$ cat config.mk
export PLATFORM = sky130hd
export DESIGN_NAME = im_arbiter
export DESIGN_NICKNAME = d
export VERILOG_FILES = /design/src/rtl/im_pkg.sv /design/src/rtl/im_arb_pick.sv /design/src/rtl/im_arbiter.sv
export SDC_FILE = /design/constraint.sdc
export NUM_CORES = 1
export LEC_CHECK = 0
export ABC_AREA = 1
export CORE_MARGIN = 2
export CORE_UTILIZATION = 41
export DETAILED_ROUTE_END_ITERATION = 8
export PLACE_DENSITY = 0.86
export SYNTH_ARGS = -nofsm -noshare
export SYNTH_HDL_FRONTEND = slang
export SYNTH_HIERARCHICAL = 1
export SYNTH_SLANG_ARGS = --single-unit
$ cat constraint.sdc
create_clock -name clk_i -period 3 [get_ports clk_i]
set_input_delay 0.3 -clock clk_i [delete_from_list [all_inputs] [get_ports clk_i]]
set_output_delay 0.3 -clock clk_i [all_outputs]
set_load 0.1 [all_outputs]
$ cat src/rtl/im_pkg.sv
// Shared constants and types for the instruction-memory arbiter.
package im_pkg;

    localparam logic [23:0] IM_BASE_HI = 24'h760000;
    localparam int unsigned IM_WORDS   = 64;

    typedef enum logic {
        M_FETCH = 1'b0,
        M_LOAD  = 1'b1
    } im_master_e;

    typedef enum logic {
        StIdle = 1'b0,
        StResp = 1'b1
    } im_state_e;

endpackage

$ cat src/rtl/im_arb_pick.sv
// Grant selection between fetch (m0) and loader (m1).
// Fixed priority to m0 by default; round-robin when IM_ARB_RR_EN is defined.
module im_arb_pick (
    input  logic clk_i,
    input  logic rstn_i,
    input  logic req0_i,
    input  logic req1_i,
    input  logic stall_i,
    output logic gnt0_o,
    output logic gnt1_o
);

`ifdef IM_ARB_RR_EN
    // prio_q = 1 means m1 wins the next tie
    logic prio_q, prio_d;

    always_comb begin
        gnt0_o = 1'b0;
        gnt1_o = 1'b0;
        if (rstn_i && !stall_i) begin
            if (req0_i && req1_i) begin
                gnt0_o = !prio_q;
                gnt1_o = prio_q;
            end else begin
                gnt0_o = req0_i;
                gnt1_o = req1_i;
            end
        end
        prio_d = prio_q;
        if (gnt0_o) begin
            prio_d = 1'b1;
        end else if (gnt1_o) begin
            prio_d = 1'b0;
        end
    end

    always_ff @(posedge clk_i or negedge rstn_i) begin
        if (!rstn_i) begin
            prio_q <= 1'b0;
        end else begin
            prio_q <= prio_d;
        end
    end
`else
    logic unused_clk_rst;
    assign unused_clk_rst = clk_i ^ rstn_i;

    always_comb begin
        gnt0_o = rstn_i && !stall_i && req0_i;
        gnt1_o = rstn_i && !stall_i && req1_i && !req0_i;
    end
`endif

endmodule

$ cat src/rtl/im_arbiter.sv
// Two-requester arbiter in front of a combinational instruction memory.
// Registered one-cycle responses; round-robin selection with IM_ARB_RR_EN.
module im_arbiter
    import im_pkg::*;
#(
    parameter int unsigned ADDR_W  = 32,
    parameter logic [23:0] BASE_HI = IM_BASE_HI
) (
    input  logic              clk_i,
    input  logic              rstn_i,
    input  logic              m0_req_i,
    input  logic [ADDR_W-1:0] m0_addr_i,
    output logic              m0_gnt_o,
    output logic              m0_rvalid_o,
    output logic [31:0]       m0_rdata_o,
    output logic              m0_err_o,
    input  logic              m1_req_i,
    input  logic [ADDR_W-1:0] m1_addr_i,
    output logic              m1_gnt_o,
    output logic              m1_rvalid_o,
    output logic [31:0]       m1_rdata_o,
    output logic              m1_err_o,
    input  logic              stall_i,
    output logic [ADDR_W-1:0] mem_addr_o,
    input  logic [31:0]       mem_rd_i
);

    logic              gnt0, gnt1, granted, addr_err, rvalid;
    logic [ADDR_W-1:0] sel_addr;
    im_master_e        sel_id;

    im_state_e         state_q, state_d;
    im_master_e        rid_q, rid_d;
    logic [31:0]       rdata_q, rdata_d;
    logic              err_q, err_d;
    logic [ADDR_W-1:0] last_addr_q, last_addr_d;

    im_arb_pick u_pick (
        .clk_i   (clk_i),
        .rstn_i  (rstn_i),
        .req0_i  (m0_req_i),
        .req1_i  (m1_req_i),
        .stall_i (stall_i),
        .gnt0_o  (gnt0),
        .gnt1_o  (gnt1)
    );

    assign granted  = gnt0 | gnt1;
    assign sel_id   = gnt1 ? M_LOAD : M_FETCH;
    assign sel_addr = gnt1 ? m1_addr_i : m0_addr_i;
    // Window check assumes ADDR_W >= 32
    assign addr_err = (sel_addr[31:8] != BASE_HI) || (sel_addr[1:0] != 2'b00);

    always_comb begin
        state_d     = StIdle;
        rid_d       = rid_q;
        rdata_d     = 32'd0;
        err_d       = 1'b0;
        last_addr_d = last_addr_q;
        if (granted) begin
            state_d     = StResp;
            rid_d       = sel_id;
            err_d       = addr_err;
            rdata_d     = addr_err ? 32'd0 : mem_rd_i;
            last_addr_d = sel_addr;
        end
    end

    always_ff @(posedge clk_i or negedge rstn_i) begin
        if (!rstn_i) begin
            state_q     <= StIdle;
            rid_q       <= M_FETCH;
            rdata_q     <= 32'd0;
            err_q       <= 1'b0;
            last_addr_q <= '0;
        end else begin
            state_q     <= state_d;
            rid_q       <= rid_d;
            rdata_q     <= rdata_d;
            err_q       <= err_d;
            last_addr_q <= last_addr_d;
        end
    end

    assign rvalid = (state_q == StResp);

    always_comb begin
        m0_gnt_o    = gnt0;
        m1_gnt_o    = gnt1;
        m0_rvalid_o = rvalid && (rid_q == M_FETCH);
        m1_rvalid_o = rvalid && (rid_q == M_LOAD);
        m0_err_o    = m0_rvalid_o && err_q;
        m1_err_o    = m1_rvalid_o && err_q;
        m0_rdata_o  = m0_rvalid_o ? rdata_q : 32'd0;
        m1_rdata_o  = m1_rvalid_o ? rdata_q : 32'd0;
        mem_addr_o  = granted ? sel_addr : last_addr_q;
    end

endmodule

* Yosys cells after proc, flatten, opt, wreduce, memory -nomap -nowiden *
Cells that the tools add are included.

operators by class
  equal/unequal tests = 1
  reduce and logical (&&, ||, !) cells = 12
  bitwise gates (word level) = 2
  mux-type cells = 9

operator list
  kind                                              number
  2-to-1 mux 32 bit                                 6
  != test 24 x 23 -> 1 bit (second input constant)  1
  logical AND 1 bit                                 8
  2-to-1 mux 1 bit                                  3
  zero test 1 bit                                   2
  nonzero test 2 bit                                1
  logical OR 1 bit                                  1
  inverter 1 bit                                    1
  OR 1 bit                                          1

word-level totals
  output and inout port bits = 102
  bits in registers = 67
  logic and storage cells = 29

* Depth between registers and ports, before layout *
Gate-level depths: netlist (run 1).

  depth after elaboration = 9
  gate-level depth with buffers = 15
  mapped depth without buffers = 13

* Hierarchy *
Netlist (run 1), hierarchy kept.

by module, submodules not included
  module       instances  area each (µm²)  cells an instance
  im_arbiter   1          3468.3           503
  im_arb_pick  1          27.5             6

* Least setup slack after synthesis (run 1) *
No wires, ideal clock.

  path type = input-to-reg
  from = input port stall_i
  to = register last_addr_q[16]
  buffers on the path = 1
  path slack = -1916 ps
  arrival = 4562 ps
  data required time = 2647 ps
  stages on the path = 6
  path through = inv_1 nand2_2 nor2_1 nor2_1 clkbuf_1 o21ai_0

on the way
  elaborated cells on any way between the ends = 8
  classes of those cells = mux: 2; bitwise: 1; reduce/logical: 5

RTL lines
  element                          line               text
  start, declared                  im_arbiter.sv:23   input logic stall_i,
  zero test 1 bit                  im_arb_pick.sv:49  gnt0_o = rstn_i && !stall_i && req0_i;
  logical AND 1 bit (2 in series)  im_arb_pick.sv:49
  named net m0_gnt_o               im_arbiter.sv:13   output logic m0_gnt_o,
  OR 1 bit                         im_arbiter.sv:48   assign granted = gnt0 | gnt1;
  2-to-1 mux 32 bit                --
  named net mem_addr_o[16]         im_arbiter.sv:24   output logic [ADDR_W-1:0] mem_addr_o,
  end signal, assigned             im_arbiter.sv:81   last_addr_q <= last_addr_d;
  end, declared                    im_arbiter.sv:36   logic [ADDR_W-1:0] last_addr_q, last_addr_d;

The timed path passes the listed nets, and every way through them passes these cells.
A chain may end at the register's enable or synchronous reset.

* Final worst setup path (run 1) *
  from = input port m0_req_i
  to = output port mem_addr_o[29]

on the way
  word-level cells in the longest chain between the ends = 4
  elaborated cells on any way between the ends = 6
  classes of those cells = mux: 2; bitwise: 1; reduce/logical: 3

ends and longest elaborated chain
  element                                               line                                text
  start, declared                                       im_arbiter.sv:11                    input logic m0_req_i,
  zero test 1 bit                                       im_arb_pick.sv:50                   gnt1_o = rstn_i && !stall_i && req1_i && !req0_i;
  logical AND 1 bit                                     im_arb_pick.sv:50
  2-to-1 mux 32 bit / OR 1 bit (equally long branches)  im_arbiter.sv:50, im_arbiter.sv:48
  2-to-1 mux 32 bit *                                   --
  end, declared                                         im_arbiter.sv:24

Mark *: on every way between the ends. The rest lies on a longest branch, timed or not.

==> metrics.cfg, run 1 <==
[synth]
netlist_top_cells_area = dfrtp_1, nand2_1, nor2_1
synth-seq-cells = 67
synth_edf_count = 0
yosys_warnings = 6
synthCells = 509
synth.avg_cell_area_sq_um = 6.87
yosysSeqAreaShare = 0.480
ys.flop_type = dfrtp_1
yosys.area.top_type = dfrtp_1
synth_fp_nets = 610
ys_types = 16
synth.cells.most_frequent = nand2_1, nor2_1, inv_1, dfrtp_1, o21ai_0
synth-async-reset-ratio = 1.00
yosysMostFrequentCell = nand2_1
synth_area_sq_um = 3500
yosys.area.top_type_share = 0.480

[global_route]
grt_pass1_vias = 3560
antenna_found_initial = 0
grt_overflow_total = 0
grt_use_total = 0.224
grt_max_degree = 68
grt_pass1_wl_um = 15900

[clock_tree]
cts_setup_buffers = 0
clkLatencyLatePin_ns = 0.33
cts_hold_buf = 0
clock-sinks = 67
cts_buffers = 9
clkTransAtPathRegs_ns = 0.08
postCtsResizedCells = 0
h-tree-depth = 3
tritoncts = built
cts_max_path_buffers = 2
root_buffer = clkbuf_8

[drt]
via_count = 3700
drt-total-wl_um = 10300
wl_per_cell_um = 12.7
postRouteAntennaNets = 0
drt_iter0_drc = 94
drt_first_pass_iters = 4
drc = 0
vias_per_cell = 4.55

[power]
total_power_mw = 3.37
p_per_area_nw_per_um2 = 547
p_leak_nw = 2.89
peakVddDrop_v = 0.000406

[status]
status = finished, final reports clean

[sta]
fin_ws_ns = 0.397
fmax_mhz = 384
whs_ns = 0.215
relSlewSlack = 0.304
slew_viol_final = 0
skew_ns = 0
fin_crit_sh = 0.868
setup_viol = 0
final.min_clock_period_ns = 2.60
rsz0062_at_grt = false
tightest_slew_ns = 1.04
hold_violations = 0

[floorplanning]
core_area_sq_um = 8260
rows = 33
die_x_um = 96.3
dieArea_sq_um = 9280
die_h_um = 96.3
start_util = 0.423
io_pins = 203

[cells_and_area]
drive_gt1_frac = 0.249
final_nets = 805
fin_cells = 813
area_growth_pct = 76.0
final_cell_area_sq_um = 6150
antenna_cells = 0

[critical_path]
crit_path_end_kind = output pin
path_class = in2out
arrival_ns = 2.30
cp.required_ns = 2.70
critPathLaunchType = primary input
crit_fanout = 24

[min_path]
hold_path.class = in2async

[place]
gp_congestion = 0.876
numPortBuffers = 202
dpl.hpwl_um = 8070
post-place-cells = 798
post-place-ws_ns = 0.383
postPlaceCellArea_sq_um = 5920

[run]
max_cap_viol_count = 0

## worst max-delay path: stages
cell and delay (ns):
clkdlybuf4s50_1 0.40, inv_1 0.11, nand2_1 0.10, nor2_4 0.11, buf_4 0.20, nor2_4 0.07
inv_2 0.42, nor2_1 0.11, a31oi_2 0.25, buf_12 0.21
## per-stage QoR
step                       util  setup TNS, ns
after global placement    0.716              0
after detailed placement  0.716              0
after global routing      0.745              0
after floorplan               -        -0.0478
final                     0.745              0
after CTS                 0.745              0
## path summary, 6_finish.rpt
check	end	startpoint	slack [ns]	cells past startpoint
worst max-delay path	mem_addr_o[29]	m0_req_i	0.40	10
worst min-delay path	last_addr_q[18]	rstn_i	0.22	2
worst max register to register	last_addr_q[1]	last_addr_q[1]	2.23	2
worst min register to register	last_addr_q[22]	last_addr_q[22]	0.51	2
max in group asynchronous	rid_q	rstn_i	2.24	2
min in group clk_i	rid_q	rstn_i	0.50	4
## where the power goes
part           total, mW  internal (mW)  leakage (nW)  switching (mW)
Sequential          1.01          0.986         0.865          0.0233
Combinational       1.47          0.523          1.92           0.943
Clock              0.893          0.550         0.112           0.343
Total               3.37           2.06          2.89            1.31
## sequential cells by signal, indices dropped and copies added (netlist names)
signal,count
err_q,1
last_addr_q,32
rid_q,1
rdata_q,32
rvalid,1
## layout make-up
| cell class | count | area (sq um) |
|---|---|---|
| clock buffers | 9 | 124 |
| clock inverters | 6 | 114 |
| fillers | 628 | 2100 |
| inverters | 72 | 270 |
| multi-input cells | 344 | 1590 |
| flip-flops and latches | 67 | 1680 |
| well taps | 105 | 131 |
| repair buffers | 210 | 2250 |
## per-layer routing
layer / vias to the layer above / track usage / wire length [um]
met2: 139 / 0.420 / 5430
met4: 0 / 0.0739 / 133
met1: 1659 / 0.233 / 3820
met3: 8 / 0.0720 / 935
li1: 1894 / - / -
met5: - / 0 / 0
## cells by family (layout without fill, tap and decap cells)
kind of cell	Yosys count	in the layout	synth area share
compound gates	46	46	0.0684
flops	67	67	0.480
simple gates	298	298	0.331
buf+inv	98	297	0.121
## cells in the final DEF (no fill, tap or decap)
master,instances
a21oi_2,6
inv_1,70
clkbuf_8,9
a31oi_2,3
dfrtp_1,67
nand2_1,162
inv_2,2
a31oi_4,4
nand2_2,2
nand3_1,2
o21ai_2,19
o21ai_0,6
nor2_4,3
inv_6,1
o21ai_1,2
buf_4,77
nor2_2,11
bufinv_16,3
a21oi_1,6
buf_12,34
nor2_1,118
clkinvlp_4,2
clkdlybuf4s50_1,99
No activity file was read; power rests on OpenSTA's default activity.
==> run 2, diff against run 1 <==
--- a/config.mk
+++ b/config.mk
@@ -7,9 +7,9 @@
 export LEC_CHECK = 0
 export ABC_AREA = 1
 export CORE_MARGIN = 2
-export CORE_UTILIZATION = 41
+export CORE_UTILIZATION = 38
 export DETAILED_ROUTE_END_ITERATION = 8
-export PLACE_DENSITY = 0.86
+export PLACE_DENSITY = 0.8
 export SYNTH_ARGS = -nofsm -noshare
 export SYNTH_HDL_FRONTEND = slang
 export SYNTH_HIERARCHICAL = 1
==> constraint.sdc (replaced) <==
create_clock -name clk_i -period 2.5 [get_ports clk_i]
set_input_delay 0.25 -clock clk_i [delete_from_list [all_inputs] [get_ports clk_i]]
set_output_delay 0.25 -clock clk_i [all_outputs]
set_load 0.1 [all_outputs]
==> metrics.cfg, run 2 (synthesis results as in run 1) <==
[status]
status = finished, final reports clean

[drt]
drt_iter0_drc = 126
wl_per_cell_um = 15.7
wl_met1_um = 4770
drt-total-wl_um = 13100
met3_length_um = 922
postRouteAntennaNets = 0
highest_layer = met4
drc = 0
via_count = 4049
drt_first_pass_iters = 5
vias_per_cell = 4.84
wl_met2_um = 7140

[place]
numPortBuffers = 202
post-place-ws_ns = -0.0238
dpl.hpwl_um = 10500
gp_congestion = 0.855

[global_route]
grt_pass1_vias = 4211
grt_pass1_wl_um = 21000
antenna_found_initial = 0
grt_overflow_total = 0
grt_use_total = 0.270
grt_max_degree = 68

[floorplanning]
io_pins = 203
rows = 34
dieArea_sq_um = 9980
die_h_um = 99.9
core_area_sq_um = 8810
start_util = 0.397
die_x_um = 99.9

[critical_path]
path_class = in2out
critPathLaunchType = primary input
rr_endpoint = last_addr_q[8]
cp_slowest_cell = clkdlybuf4s50_1
slowest_delay_ns = 0.42
r2r_start = last_addr_q[8]
crit_fanout = 18
critPathTopFamily = buffers and inverters
r2r_slack_ns = 1.68
cp_common_cell = nand2_1
critPathBufInv = 6
path_cells = clkdlybuf4s50_1 -> inv_1 -> nand2_1 -> nor2_4 -> inv_2 -> buf_4 -> nand2_1 -> nand2_1 -> buf_4 -> o21ai_4 -> buf_12
crit_path_end_kind = output pin
arrival_ns = 2.17
reg2reg_depth = 2
cp.required_ns = 2.25

[clock_tree]
h-tree-depth = 3
tritoncts = built
clock-sinks = 67
cts_max_path_buffers = 2
clkLatencyLatePin_ns = 0.34
clkTransAtPathRegs_ns = 0.08
cts_setup_buffers = 0
root_buffer = clkbuf_8
cts_buffers = 9

[sta]
tightest_slew_ns = 0.844
relSlewSlack = 0.438
fmax_mhz = 413
setup_tns_ns = 0
fin_crit_sh = 0.967
final.min_clock_period_ns = 2.42
slew_viol_final = 0
rsz0062_at_grt = false
skew_ns = 0
hold_violations = 0
setup_viol = 0
fin_ws_ns = 0.0815

[run]
max_cap_viol_count = 0

[power]
peakVddDrop_v = 0.000520
p_per_area_nw_per_um2 = 574
p_leak_nw = 3.23

[cells_and_area]
final_common_cell = nand2_1
fillCellCount = 486
drive_gt1_frac = 0.269
area_growth_pct = 112
antenna_cells = 0
reg_top3 = last_addr_q x32, rdata_q x32
final_cell_mix = nand2_1, nor2_1, buf_12
final_nets = 824

[min_path]
hold_path.class = in2async

run 2: cell count changes in the layout (fill, tap and decap cells not counted), moves of 3 or more:
cell and delta:
a21oi_2 -6, a21oi_4 +6, a31oi_2 -3, a31oi_4 +3
buf_12 +71, buf_4 -52, o21ai_2 -19, o21ai_4 +19
run 2: final cells by class:
type                    count  area [sq um]  share of cell area
well taps                 108           135              0.0182
multi-input cells         344          1800               0.243
clock inverters             6           113              0.0152
inverters                  72           272              0.0366
clock buffers              10           138              0.0186
flip-flops and latches     67          1680               0.226
repair buffers            229          3280               0.442
run 2: power breakdown:
part	internal [mW]	switching, mW	total, mW
Clock	0.691	0.443	1.13
Sequential	1.18	0.0310	1.21
Combinational	0.702	1.21	1.91
run 2: worst reg2reg max path: stages, from the launching register on:
cell and delay (ns):
dfrtp_1 0.38, nor2_1 0.24, a31oi_4 0.07
run 2: through the flow:
step	instances	utilization	hold slack, ns	area, sq um	power [mW]
after detailed placement	820	0.814	0.504	7160	3.15
after CTS	836	0.842	0.156	7410	4.28
after floorplan	509	-	-0.0456	3920	2.38
final	836	0.842	0.114	7420	4.26
after global placement	820	0.814	0.502	7160	3.12
after global routing	836	0.842	0.192	7420	4.39
run 2: worst max-delay path by stage:
stage / cells after the start / slack [ns] / endpoint / from
2_1_floorplan: 8 / 0.02 / mem_addr_o[2] / m0_req_i
3_3_place_gp: 14 / 0.10 / rdata_q[19] / m0_req_i
3_5_place_dp: 14 / -0.02 / rdata_q[14] / m0_req_i
4_1_cts: 11 / 0.07 / mem_addr_o[12] / m0_req_i
5_1_grt: 11 / 0.02 / mem_addr_o[13] / m0_req_i
6_report: 11 / 0.08 / mem_addr_o[12] / m0_req_i
run 2: repair_timing:
action,in CTS,in global routing
hold buffers,0,0
resized for setup,0,1
endpoints found under the setup margin,0,8
run 2: layer usage:
metal | global-route usage | vias to the layer above
met4 | 0.0875 | 0
met3 | 0.0536 | 28
li1 | - | 1925
met5 | 0 | -
met2 | 0.525 | 197
met1 | 0.289 | 1899
==> run 3, diff against run 2 <==
==> constraint.sdc (replaced) <==
create_clock -name clk_i -period 2.5 [get_ports clk_i]
set_input_delay 0.25 -clock clk_i [delete_from_list [all_inputs] [get_ports clk_i]]
set_output_delay 0.25 -clock clk_i [all_outputs]
set_load 0.01 [all_outputs]
==> metrics.cfg, run 3 (synthesis results as in run 1) <==
[cells_and_area]
final_common_cell = clkdlybuf4s50_1
final_cell_mix = clkdlybuf4s50_1, nand2_1, nor2_1
reg_top3 = last_addr_q x32, rdata_q x32
antenna_cells = 0
fin_util = 0.684
fin_cells = 841
area_growth_pct = 72.2
fillCellCount = 724
drive_gt1_frac = 0.0887
final_nets = 829
final_cell_area_sq_um = 6020

[clock_tree]
cts_buffers = 9
tritoncts = built
clkLatencyLatePin_ns = 0.32
clock-sinks = 67
root_buffer = clkbuf_8
h-tree-depth = 3
clkTransAtPathRegs_ns = 0.08
cts_max_path_buffers = 2

[floorplanning]
io_pins = 203
dieArea_sq_um = 9980
start_util = 0.397
rows = 34
core_area_sq_um = 8810
die_x_um = 99.9
die_h_um = 99.9

[global_route]
grt_use_total = 0.222
grt_overflow_total = 0
grt_max_degree = 68
antenna_found_initial = 1
grt_pass1_vias = 3853
grt_pass1_wl_um = 17700

[critical_path]
r2r_start = last_addr_q[17]
arrival_ns = 2.21
reg2reg_depth = 3
crit_start = m0_req_i
path_class = in2out
cp.required_ns = 2.25
rr_endpoint = last_addr_q[17]
crit_path_end_kind = output pin
r2r_slack_ns = 1.69
crit_fanout = 42
critPathLaunchType = primary input

[place]
postPlaceCellArea_sq_um = 5780
gp_congestion = 0.877
dpl.hpwl_um = 8450
post-place-ws_ns = -0.127
post-place-cells = 824
numPortBuffers = 202

[sta]
slew_viol_final = 0
hold_violations = 0
fin_crit_sh = 0.983
final.min_clock_period_ns = 2.46
setup_tns_ns = 0
setup_viol = 0
relSlewSlack = 0.441
fin_ws_ns = 0.0436
tightest_slew_ns = 0.838
rsz0062_at_grt = true
fmax_mhz = 407
skew_ns = 0
whs_ns = 0.184

[power]
peakVddDrop_v = 0.000331
total_power_mw = 2.82
p_per_area_nw_per_um2 = 469
p_leak_nw = 2.81

[status]
status = finished, final reports clean

[drt]
wl_per_cell_um = 12.9
postRouteAntennaNets = 0
vias_per_cell = 4.59
drc = 0
drt-total-wl_um = 10800
drt_first_pass_iters = 5
via_count = 3860
drt_iter0_drc = 128

[min_path]
hold_path.class = in2async

[run]
max_cap_viol_count = 0

-- run 3: area by class of cell --
class                   instances  area (sq um)  share of cell area
inverters                      72           273              0.0453
clock buffers                  11           141              0.0235
well taps                     108           135              0.0224
repair buffers                234          2340               0.389
clock inverters                 5          52.6             0.00873
flip-flops and latches         67          1680               0.278
multi-input cells             344          1400               0.233
-- run 3: worst max-delay path by stage --
stage	to	slack (ns)	depth (start not counted)
6_report	mem_addr_o[15]	0.04	9
5_1_grt	mem_addr_o[25]	-0.05	9
4_1_cts	mem_addr_o[8]	-0.03	9
3_5_place_dp	mem_addr_o[24]	-0.13	10
3_3_place_gp	mem_addr_o[24]	-0.07	10
2_1_floorplan	mem_addr_o[0]	0.73	9
-- run 3: worst max-delay path, stage by stage --
cell,delay (ns)
clkdlybuf4s50_1,0.45
inv_1,0.04
nand2_1,0.09
nor2_4,0.07
nor2_2,0.23
buf_12,0.24
nand2_1,0.08
o21ai_1,0.14
clkdlybuf4s50_1,0.59
-- run 3: report_power, final --
group / internal (mW) / switching [mW]
logic: 0.388 / 0.342
clock network: 0.483 / 0.396
registers: 1.18 / 0.0285
-- run 3: what timing repair did --
item,CTS,global route
pin swaps,1,1
gates resized for setup,13,23
endpoints found under the setup margin,23,24
hold buffers,0,0
buffers inserted,1,0
-- run 3: layer usage --
metal / share of wire / up-vias / GRT usage / wire (um)
met5: 0.0012 / - / 0 / 13
li1: - / 1934 / - / -
met1: 0.39 / 1754 / 0.253 / 4180
met2: 0.52 / 156 / 0.400 / 5610
met3: 0.083 / 14 / 0.0724 / 894
met4: 0.011 / 2 / 0.0580 / 121
